**src/rtl/mem_access_ctrl.sv**
```systemverilog
// MEM-stage controller: passes ALU results through and runs load/store data-bus transactions
// with big-endian lane selection, load extension, an alignment check and a bus watchdog.
module mem_access_ctrl #(
    parameter int unsigned BUS_TIMEOUT = 255
) (
    input  logic        clk,
    input  logic        rst,
    input  logic [4:0]  mem_wd_i,
    input  logic        mem_wreg_i,
    input  logic [31:0] mem_wdata_i,
    input  logic [3:0]  mem_op_i,
    input  logic [31:0] mem_addr_i,
    input  logic [31:0] mem_sdata_i,
    output logic [4:0]  wb_wd_o,
    output logic        wb_wreg_o,
    output logic [31:0] wb_wdata_o,
    output logic        stallreq_o,
    output logic        dbus_req_o,
    output logic        dbus_we_o,
    output logic [31:0] dbus_addr_o,
    output logic [3:0]  dbus_sel_o,
    output logic [31:0] dbus_wdata_o,
    input  logic        dbus_ack_i,
    input  logic [31:0] dbus_rdata_i,
    output logic        addr_err_o,
    output logic        bus_err_o
);

    localparam int unsigned CNT_W = 10;

    localparam logic [3:0] OP_LB  = 4'd1;
    localparam logic [3:0] OP_LBU = 4'd2;
    localparam logic [3:0] OP_LH  = 4'd3;
    localparam logic [3:0] OP_LHU = 4'd4;
    localparam logic [3:0] OP_LW  = 4'd5;
    localparam logic [3:0] OP_SB  = 4'd6;
    localparam logic [3:0] OP_SH  = 4'd7;
    localparam logic [3:0] OP_SW  = 4'd8;

    typedef enum logic [1:0] {
        ST_IDLE = 2'd0,
        ST_BUS  = 2'd1,
        ST_DONE = 2'd2
    } state_t;

    state_t             state_q, state_d;
    logic [CNT_W-1:0]   wdog_q, wdog_d;
    logic [31:0]        rdata_q, rdata_d;
    logic               abort_q, abort_d;
    logic               launch;

    // Bus attributes latched on entry to BUS so they stay constant for the whole transfer
    logic               we_q;
    logic [3:0]         sel_q;
    logic [31:0]        addr_q;
    logic [31:0]        wdata_q;
    logic [3:0]         op_q;
    logic [1:0]         off_q;

    logic               is_load_c, is_store_c, is_mem_c, misalign_c, op_q_load_c;
    logic [3:0]         sel_c;
    logic [31:0]        st_wdata_c;

    // Lane pick then sign/zero extension of the returned bus word
    function automatic logic [31:0] load_ext(input logic [3:0] op, input logic [1:0] off,
                                             input logic [31:0] r);
        logic [7:0]  b;
        logic [15:0] h;
        case (off)
            2'd0:    b = r[31:24];
            2'd1:    b = r[23:16];
            2'd2:    b = r[15:8];
            default: b = r[7:0];
        endcase
        h = off[1] ? r[15:0] : r[31:16];
        case (op)
            OP_LB:   load_ext = {{24{b[7]}}, b};
            OP_LBU:  load_ext = {24'd0, b};
            OP_LH:   load_ext = {{16{h[15]}}, h};
            OP_LHU:  load_ext = {16'd0, h};
            OP_LW:   load_ext = r;
            default: load_ext = 32'd0;
        endcase
    endfunction

    // Decode of the op currently presented by EX/MEM
    always_comb begin
        is_load_c   = (mem_op_i >= OP_LB) && (mem_op_i <= OP_LW);
        is_store_c  = (mem_op_i >= OP_SB) && (mem_op_i <= OP_SW);
        is_mem_c    = is_load_c || is_store_c;
        op_q_load_c = (op_q >= OP_LB) && (op_q <= OP_LW);
        misalign_c  = 1'b0;
        sel_c       = 4'b0000;
        st_wdata_c  = 32'd0;
        case (mem_op_i)
            OP_LB, OP_LBU, OP_SB: begin
                sel_c = 4'b1000 >> mem_addr_i[1:0];
            end
            OP_LH, OP_LHU, OP_SH: begin
                misalign_c = mem_addr_i[0];
                sel_c      = mem_addr_i[1] ? 4'b0011 : 4'b1100;
            end
            OP_LW, OP_SW: begin
                misalign_c = (mem_addr_i[1:0] != 2'b00);
                sel_c      = 4'b1111;
            end
            default: ;
        endcase
        case (mem_op_i)
            OP_SB:   st_wdata_c = {4{mem_sdata_i[7:0]}};
            OP_SH:   st_wdata_c = {2{mem_sdata_i[15:0]}};
            OP_SW:   st_wdata_c = mem_sdata_i;
            default: st_wdata_c = 32'd0;
        endcase
    end

    always_ff @(posedge clk) begin
        if (rst) begin
            state_q <= ST_IDLE;
            wdog_q  <= '0;
            rdata_q <= 32'd0;
            abort_q <= 1'b0;
            we_q    <= 1'b0;
            sel_q   <= 4'd0;
            addr_q  <= 32'd0;
            wdata_q <= 32'd0;
            op_q    <= 4'd0;
            off_q   <= 2'd0;
        end else begin
            state_q <= state_d;
            wdog_q  <= wdog_d;
            rdata_q <= rdata_d;
            abort_q <= abort_d;
            if (launch) begin
                we_q    <= is_store_c;
                sel_q   <= sel_c;
                addr_q  <= {mem_addr_i[31:2], 2'b00};
                wdata_q <= st_wdata_c;
                op_q    <= mem_op_i;
                off_q   <= mem_addr_i[1:0];
            end
        end
    end

    always_comb begin
        state_d      = state_q;
        wdog_d       = wdog_q;
        rdata_d      = rdata_q;
        abort_d      = abort_q;
        launch       = 1'b0;
        wb_wd_o      = 5'd0;
        wb_wreg_o    = 1'b0;
        wb_wdata_o   = 32'd0;
        stallreq_o   = 1'b0;
        dbus_req_o   = 1'b0;
        dbus_we_o    = 1'b0;
        dbus_addr_o  = 32'd0;
        dbus_sel_o   = 4'd0;
        dbus_wdata_o = 32'd0;
        addr_err_o   = 1'b0;
        bus_err_o    = 1'b0;

        case (state_q)
            ST_IDLE: begin
                wdog_d = '0;
                if (!is_mem_c) begin
                    wb_wd_o    = mem_wd_i;
                    wb_wreg_o  = mem_wreg_i;
                    wb_wdata_o = mem_wdata_i;
                end else if (misalign_c) begin
                    wb_wd_o    = mem_wd_i;
                    addr_err_o = 1'b1;
                end else begin
                    stallreq_o = 1'b1;
                    launch     = 1'b1;
                    abort_d    = 1'b0;
                    rdata_d    = 32'd0;
                    state_d    = ST_BUS;
                end
            end
            ST_BUS: begin
                stallreq_o   = 1'b1;
                dbus_req_o   = 1'b1;
                dbus_we_o    = we_q;
                dbus_addr_o  = addr_q;
                dbus_sel_o   = sel_q;
                dbus_wdata_o = wdata_q;
                wdog_d       = wdog_q + CNT_W'(1);
                // Ack takes priority over a watchdog expiry in the same cycle
                if (dbus_ack_i) begin
                    rdata_d = op_q_load_c ? load_ext(op_q, off_q, dbus_rdata_i) : 32'd0;
                    abort_d = 1'b0;
                    state_d = ST_DONE;
                end else if (wdog_q == CNT_W'(BUS_TIMEOUT - 1)) begin
                    rdata_d = 32'd0;
                    abort_d = 1'b1;
                    state_d = ST_DONE;
                end
            end
            ST_DONE: begin
                wb_wd_o    = mem_wd_i;
                wb_wreg_o  = mem_wreg_i && op_q_load_c && !abort_q;
                wb_wdata_o = rdata_q;
                bus_err_o  = abort_q;
                wdog_d     = '0;
                state_d    = ST_IDLE;
            end
            default: begin
                state_d = ST_IDLE;
            end
        endcase

        // Outputs read as idle while reset is asserted
        if (rst) begin
            launch       = 1'b0;
            wb_wd_o      = 5'd0;
            wb_wreg_o    = 1'b0;
            wb_wdata_o   = 32'd0;
            stallreq_o   = 1'b0;
            dbus_req_o   = 1'b0;
            dbus_we_o    = 1'b0;
            dbus_addr_o  = 32'd0;
            dbus_sel_o   = 4'd0;
            dbus_wdata_o = 32'd0;
            addr_err_o   = 1'b0;
            bus_err_o    = 1'b0;
        end
    end

endmodule

```
**config.mk**
```make
export PLATFORM = sky130hd
export DESIGN_NAME = mem_access_ctrl
export DESIGN_NICKNAME = d
export VERILOG_FILES = /design/src/rtl/mem_access_ctrl.sv
export SDC_FILE = /design/constraint.sdc
export NUM_CORES = 1
export LEC_CHECK = 0
export CAP_MARGIN = 40
export CORE_ASPECT_RATIO = 0.6
export CORE_MARGIN = 1.5
export CORE_UTILIZATION = 35
export DETAILED_ROUTE_END_ITERATION = 10
export GPL_TIMING_DRIVEN = 0
export PLACE_DENSITY_LB_ADDON = 0.1
export SYNTH_ARGS = -nofsm -noshare
export SYNTH_HDL_FRONTEND = slang
export SYNTH_SLANG_ARGS = --single-unit
```
**constraint.sdc**
```tcl
create_clock -name clk -period 6.2 [get_ports clk]
set_input_delay 0.93 -clock clk [delete_from_list [all_inputs] [get_ports clk]]
set_output_delay 0.93 -clock clk [all_outputs]
set_load 0.01 [all_outputs]
```
* Word level (Yosys, flattened, before mapping)
Cells that the tools add are included.
** Cells by class
- Add/sub/neg operators :: 1
- Order comparisons :: 6
- Equality and inequality tests :: 21
- Shift operators :: 1
- Muxes and demuxes :: 56
- Reductions and logical operators :: 18
** Operators by type and width (count)
- $mux W32 :: 11
- $pmux W32 S5 :: 1
- $pmux W32 S2 :: 2
- $pmux W32 S3 :: 1
- $eq A4 B3 Y1 const B :: 6
- $pmux W8 S3 :: 1
- $mux W1 :: 21
- $pmux W10 S2 :: 1
- $eq A4 B2 Y1 const B :: 4
- $mux W16 :: 1
- $mux W5 :: 3
- $mux W4 :: 3
- $pmux W4 S3 :: 1
- $add A10 B1 Y10 const B :: 1
- $eq A10 B8 Y1 const B :: 1
- $pmux W5 S2 :: 1
- $eq A4 B1 Y1 const B :: 2
- $ge A4 B1 Y1 const B :: 2
- $le A4 B3 Y1 const B :: 2
- $mux W2 :: 4
- $pmux W1 S2 :: 4
- $reduce_bool A2 Y1 :: 3
- $reduce_or A3 Y1 :: 2
- $logic_and A1 B1 Y1 :: 5
- other kinds (15) :: 20
** Storage, ports and cells
- Flip-flop bits (word level) :: 118
- Bits of input ports :: 141
- Output and inout bits :: 111
- Word-level logic and storage cells :: 113

* Logic depth before layout (Yosys ltp)
- Depth after elaboration :: 7
- Mapped depth :: 9
- Gate-level depth less buffers :: 7

* Least setup slack after synthesis
Ideal clock, no wire load.
- Path type :: input-to-output
- Start :: input port mem_op_i[3]
- End :: output port wb_wdata_o[10]
- Arrival :: 2502 ps
- Data required time :: 5270 ps
- Setup slack :: 2768 ps
- Cell stages on the path :: 7
- Path buffers :: 2
- Cells stage by stage :: clkbuf_1 > nor4_1 > nor2_1 > nor3_1 > clkbuf_1 > a22oi_1 > nor2_1
** On the way
- Word-level cells in the longest chain between the ends :: 6
- Elaborated cells between the ends (all ways) :: 10
- Those cells by class :: order compare (4); mux (3); reduce/logical (3)
** RTL lines
- start, declared :: line 11 : input logic [3:0] mem_op_i,
- $ge A4 B1 Y1, or another cell as far along :: line 88 : is_load_c = (mem_op_i >= OP_LB) && (mem_op_i <= OP_LW);
- $logic_and A1 B1 Y1 (on tied branches) :: line 88, 89
- $logic_or A1 B1 Y1 (*) :: line 90 : is_mem_c = is_load_c || is_store_c;
- $mux W32 (*) :: line 166 : if (!is_mem_c) begin
- $pmux W32 S2 (*) :: line 163 : case (state_q)
- $mux W32 (*) :: line 214 : if (rst) begin
- end, declared :: line 16 : output logic [31:0] wb_wdata_o,
Mark *: on every way between the ends. The rest lies on a longest branch, timed or not.

* Worst setup path after layout
- Start :: input port mem_op_i[3]
- End :: output port wb_wdata_o[6]
The elaborated chain is that of the path after synthesis.

==> results by group <==
Pwr
  • Clock power share: 0.457
  • Max IR drop VDD: 0.205 mV
  • P_leak: between 0.003 and 0.004 uW
  • Gate power share: 0.171
  • Cell internal pwr: 1520 uW
  • Sw Share: 0.285
  • PwrDens: 222 nW/um^2
  • Sw Pwr: 605 uW
  • Reg power frac: 0.372

Timing
  • Fmax: 194 MHz
  • Final-report hold violation count: 0
  • Part of the cycle the worst path needs: 0.832
  • Setup TNS Final: 0 ns
  • RSZ-0062 raised after global routing: no
  • Minimum clock period: between 5 and 6 ns
  • # setup viols final: 0
  • Pins Over Slew Limit: 0
  • Slew HR: 0.390
  • Clock Skews: about 0.010 ns
  • Worst-margin pin slew: about 0.91 ns

Final layout
  • Layout overhead on the synthesized area: 53.9%
  • Nets: about 1100
  • Fraction of layout cells with a size suffix above 1: 0.0786
  • ANT cells: 0
  • Design area: 9540 sq um
  • Post-Route Utilization: 0.554

Worst setup path
  • Crit Path Max Fanout: 10
  • Type of destination of the critical path: output port
  • Worst setup SP type: primary input
  • CP arrival: 4.23 ns
  • Critical path class: primary input to output port
  • Worst Path Required: 5.27 ns

Die
  • Std-Cell Rows: 37
  • DIE AREA: between 15000 and 20000 sq um
  • Io pins: 252
  • Core Box Area: 17200 sq um
  • Die Y: around 110 um
  • Die extent in x: 175 um
  • Starting density of the core: 0.360

Synthesis
  • Post-synthesis sequential area ratio: 0.381
  • Commonest cells post-synth: dfxtp_1 (118), nand2_1 (91), a21oi_1 (82), and2_1 (68), nor2_1 (64)
  • Post-synth EDFFs: 0
  • Most common cell in the netlist: dfxtp_1
  • Yosys cell types: 53
  • Ys Warns: 0
  • Area contributors post-synth: dfxtp_1 (38%), and2_1 (6.9%), a21oi_1 (6.6%), a22oi_1 (5.7%), nand2_1 (5.5%)
  • Synth area leader: dfxtp_1
  • Count of state elements after synthesis: between 100 and 150
  • Most used DFF post-synth: dfxtp_1
  • Syn_area_per_cell: 8.41 sq um
  • Post-synth top area share: 0.381
  • Async set-reset flop share out of synthesis: 0
  • Netlist Area Pre-Place: 6200 sq um
  • Mapped Cells: 737

Outcome
  • Status: completed

Route
  • Drt pass-1 iters: 6
  • Final ANT Viol Nets: 0
  • Wirelength per Cell: 17.3 um
  • Vias: between 6000 and 7000
  • Initial DRC Count: 512
  • Routed WL: 21700 um
  • Vias per std cell: just over 5
  • # DRC: 0

Worst hold path
  • Min-delay worst type: flop to flop

Placement
  • DP Area: between 8000 and 9000 sq um
  • Global placement routability congestion: 0.906
  • Hpwl dp: 16600 um
  • PortBufs: between 200 and 250

Clocking
  • Cts repair resizes: 0
  • Hold-fix buffers, CTS: 0
  • H-tree Lvls: 4
  • Clock Latency Late Sink: 0.41 ns
  • Root Buffer: clkbuf_16
  • Clock Path Buffers: 2
  • CTS sink cnt: approximately 120
  • CTS buffer count: 17
  • Worst-path clk slew: 0.07 ns
  • CTS tree: yes
  • Setup repair bufs after CTS: 0

Global routing
  • GRT overflow: 0
  • Antenna violations before repair: 0
  • First-pass GRT wire length: 33900 um
  • Largest net degree at the start of global routing: 17
  • Gr usage total: 0.234
  • Vias in the first global route: 6063

Job
  • Max-Cap Viols: 0
placed cells by master (no fill, tap or decap), drive strengths merged, types with 3 or more instances in the layout:
cell type	Yosys	routed
clkdlybuf4s50	0	247
dfxtp	118	118
nand2	91	91
a21oi	82	82
and2	68	68
clkbuf	51	68
nor2	64	64
a22oi	47	47
o2bb2ai	32	32
a21o	25	25
buf	17	18
inv	7	14
mux2i	13	13
nand3b	10	10
a22o	8	8
nand3	8	8
a222oi	8	8
o21ai	8	8
and3	7	7
xor2	7	7
mux4	7	7
nor3	7	7
clkinv	0	6
a211oi	5	5
nand2b	5	5
nor2b	4	4
nor3b	3	3
a31oi	3	3
xnor2	3	3
o21a	3	3
or2	3	3
final timing paths:
| kind | slack, ns | endpoint | depth (start not counted) | startpoint |
|---|---|---|---|---|
| worst max-delay path | 1.04 | wb_wdata_o[6] | 9 | mem_op_i[3] |
| worst min-delay path | 0.45 | we_q$_SDFFE_PP0P_ | 1 | we_q$_SDFFE_PP0P_ |
| worst max register to register | 3.32 | addr_q[21]$_SDFFE_PP0P_ | 8 | state_q[0]$_SDFFE_PP0P_ |
| worst min register to register | 0.45 | we_q$_SDFFE_PP0P_ | 1 | we_q$_SDFFE_PP0P_ |
power groups by stage:
stage / Sequential [uW] / Clock (uW) / Combinational, uW
global route: 791 / 1020 / 396
detailed placement: 805 / 0 / 359
finish: 789 / 970 / 363
global placement: 805 / 0 / 359
floorplan: 802 / 0 / 173
CTS: 788 / 984 / 361
through the flow:
step | worst slack, ns | hold WS (ns) | total power [uW] | instances
after floorplan | 2.77 | 0.418 | 975 | 738
after global placement | 1.07 | 0.433 | 1160 | 1219
after detailed placement | 1.08 | 0.433 | 1160 | 1220
after CTS | 1.07 | 0.448 | 2130 | 1252
after global routing | 0.803 | 0.459 | 2200 | 1252
final | 1.04 | 0.447 | 2120 | 1252
sequential cells by signal, indices dropped and copies added (netlist names):
name,cells
we_q,1
off_q,2
op_q,4
wdog_q,10
abort_q,1
wdata_q,32
addr_q,30
sel_q,4
state_q,2
rdata_q,32
worst max-delay path, stage by stage:
cell	delay, ns
clkdlybuf4s50_1	0.48
clkbuf_1	0.27
nor4_1	0.46
nor2_1	0.09
nor3_1	0.58
clkbuf_1	0.55
a22oi_1	0.19
nor2_1	0.12
clkdlybuf4s50_1	0.56
logic make-up (layout without fill, tap and decap cells):
group,after synthesis,in the layout,synth area share
AND/OR/NAND/NOR,282,282,0.227
AO/OA/AOI/OAI,229,229,0.274
flip-flops,118,118,0.381
buffers and inverters,75,355,0.0531
multiplexers,20,20,0.0464
XOR/XNOR,10,10,0.0141
adder cells (fa/ha/maj),2,2,0.00404
other,1,2,0.000605
metal layers:
metal	GRT usage	routed length, um	up-vias
met1	0.376	11500	2934
met3	0.0819	2100	7
li1	-	-	3154
met4	0.0421	66	0
met5	0	0	-
met2	0.286	8010	238
area by class of cell:
cell class                 count  area, sq um
clock buffer                  17          425
clock inverter                15          145
tap                          234          293
multi-input combinational    545         3510
sequential                   118         2360
timing repair buffer         248         2480
inverter                       7         26.3
buffer                        68          303
fill                        1652         7680
Power figures use the tool's default switching activity.
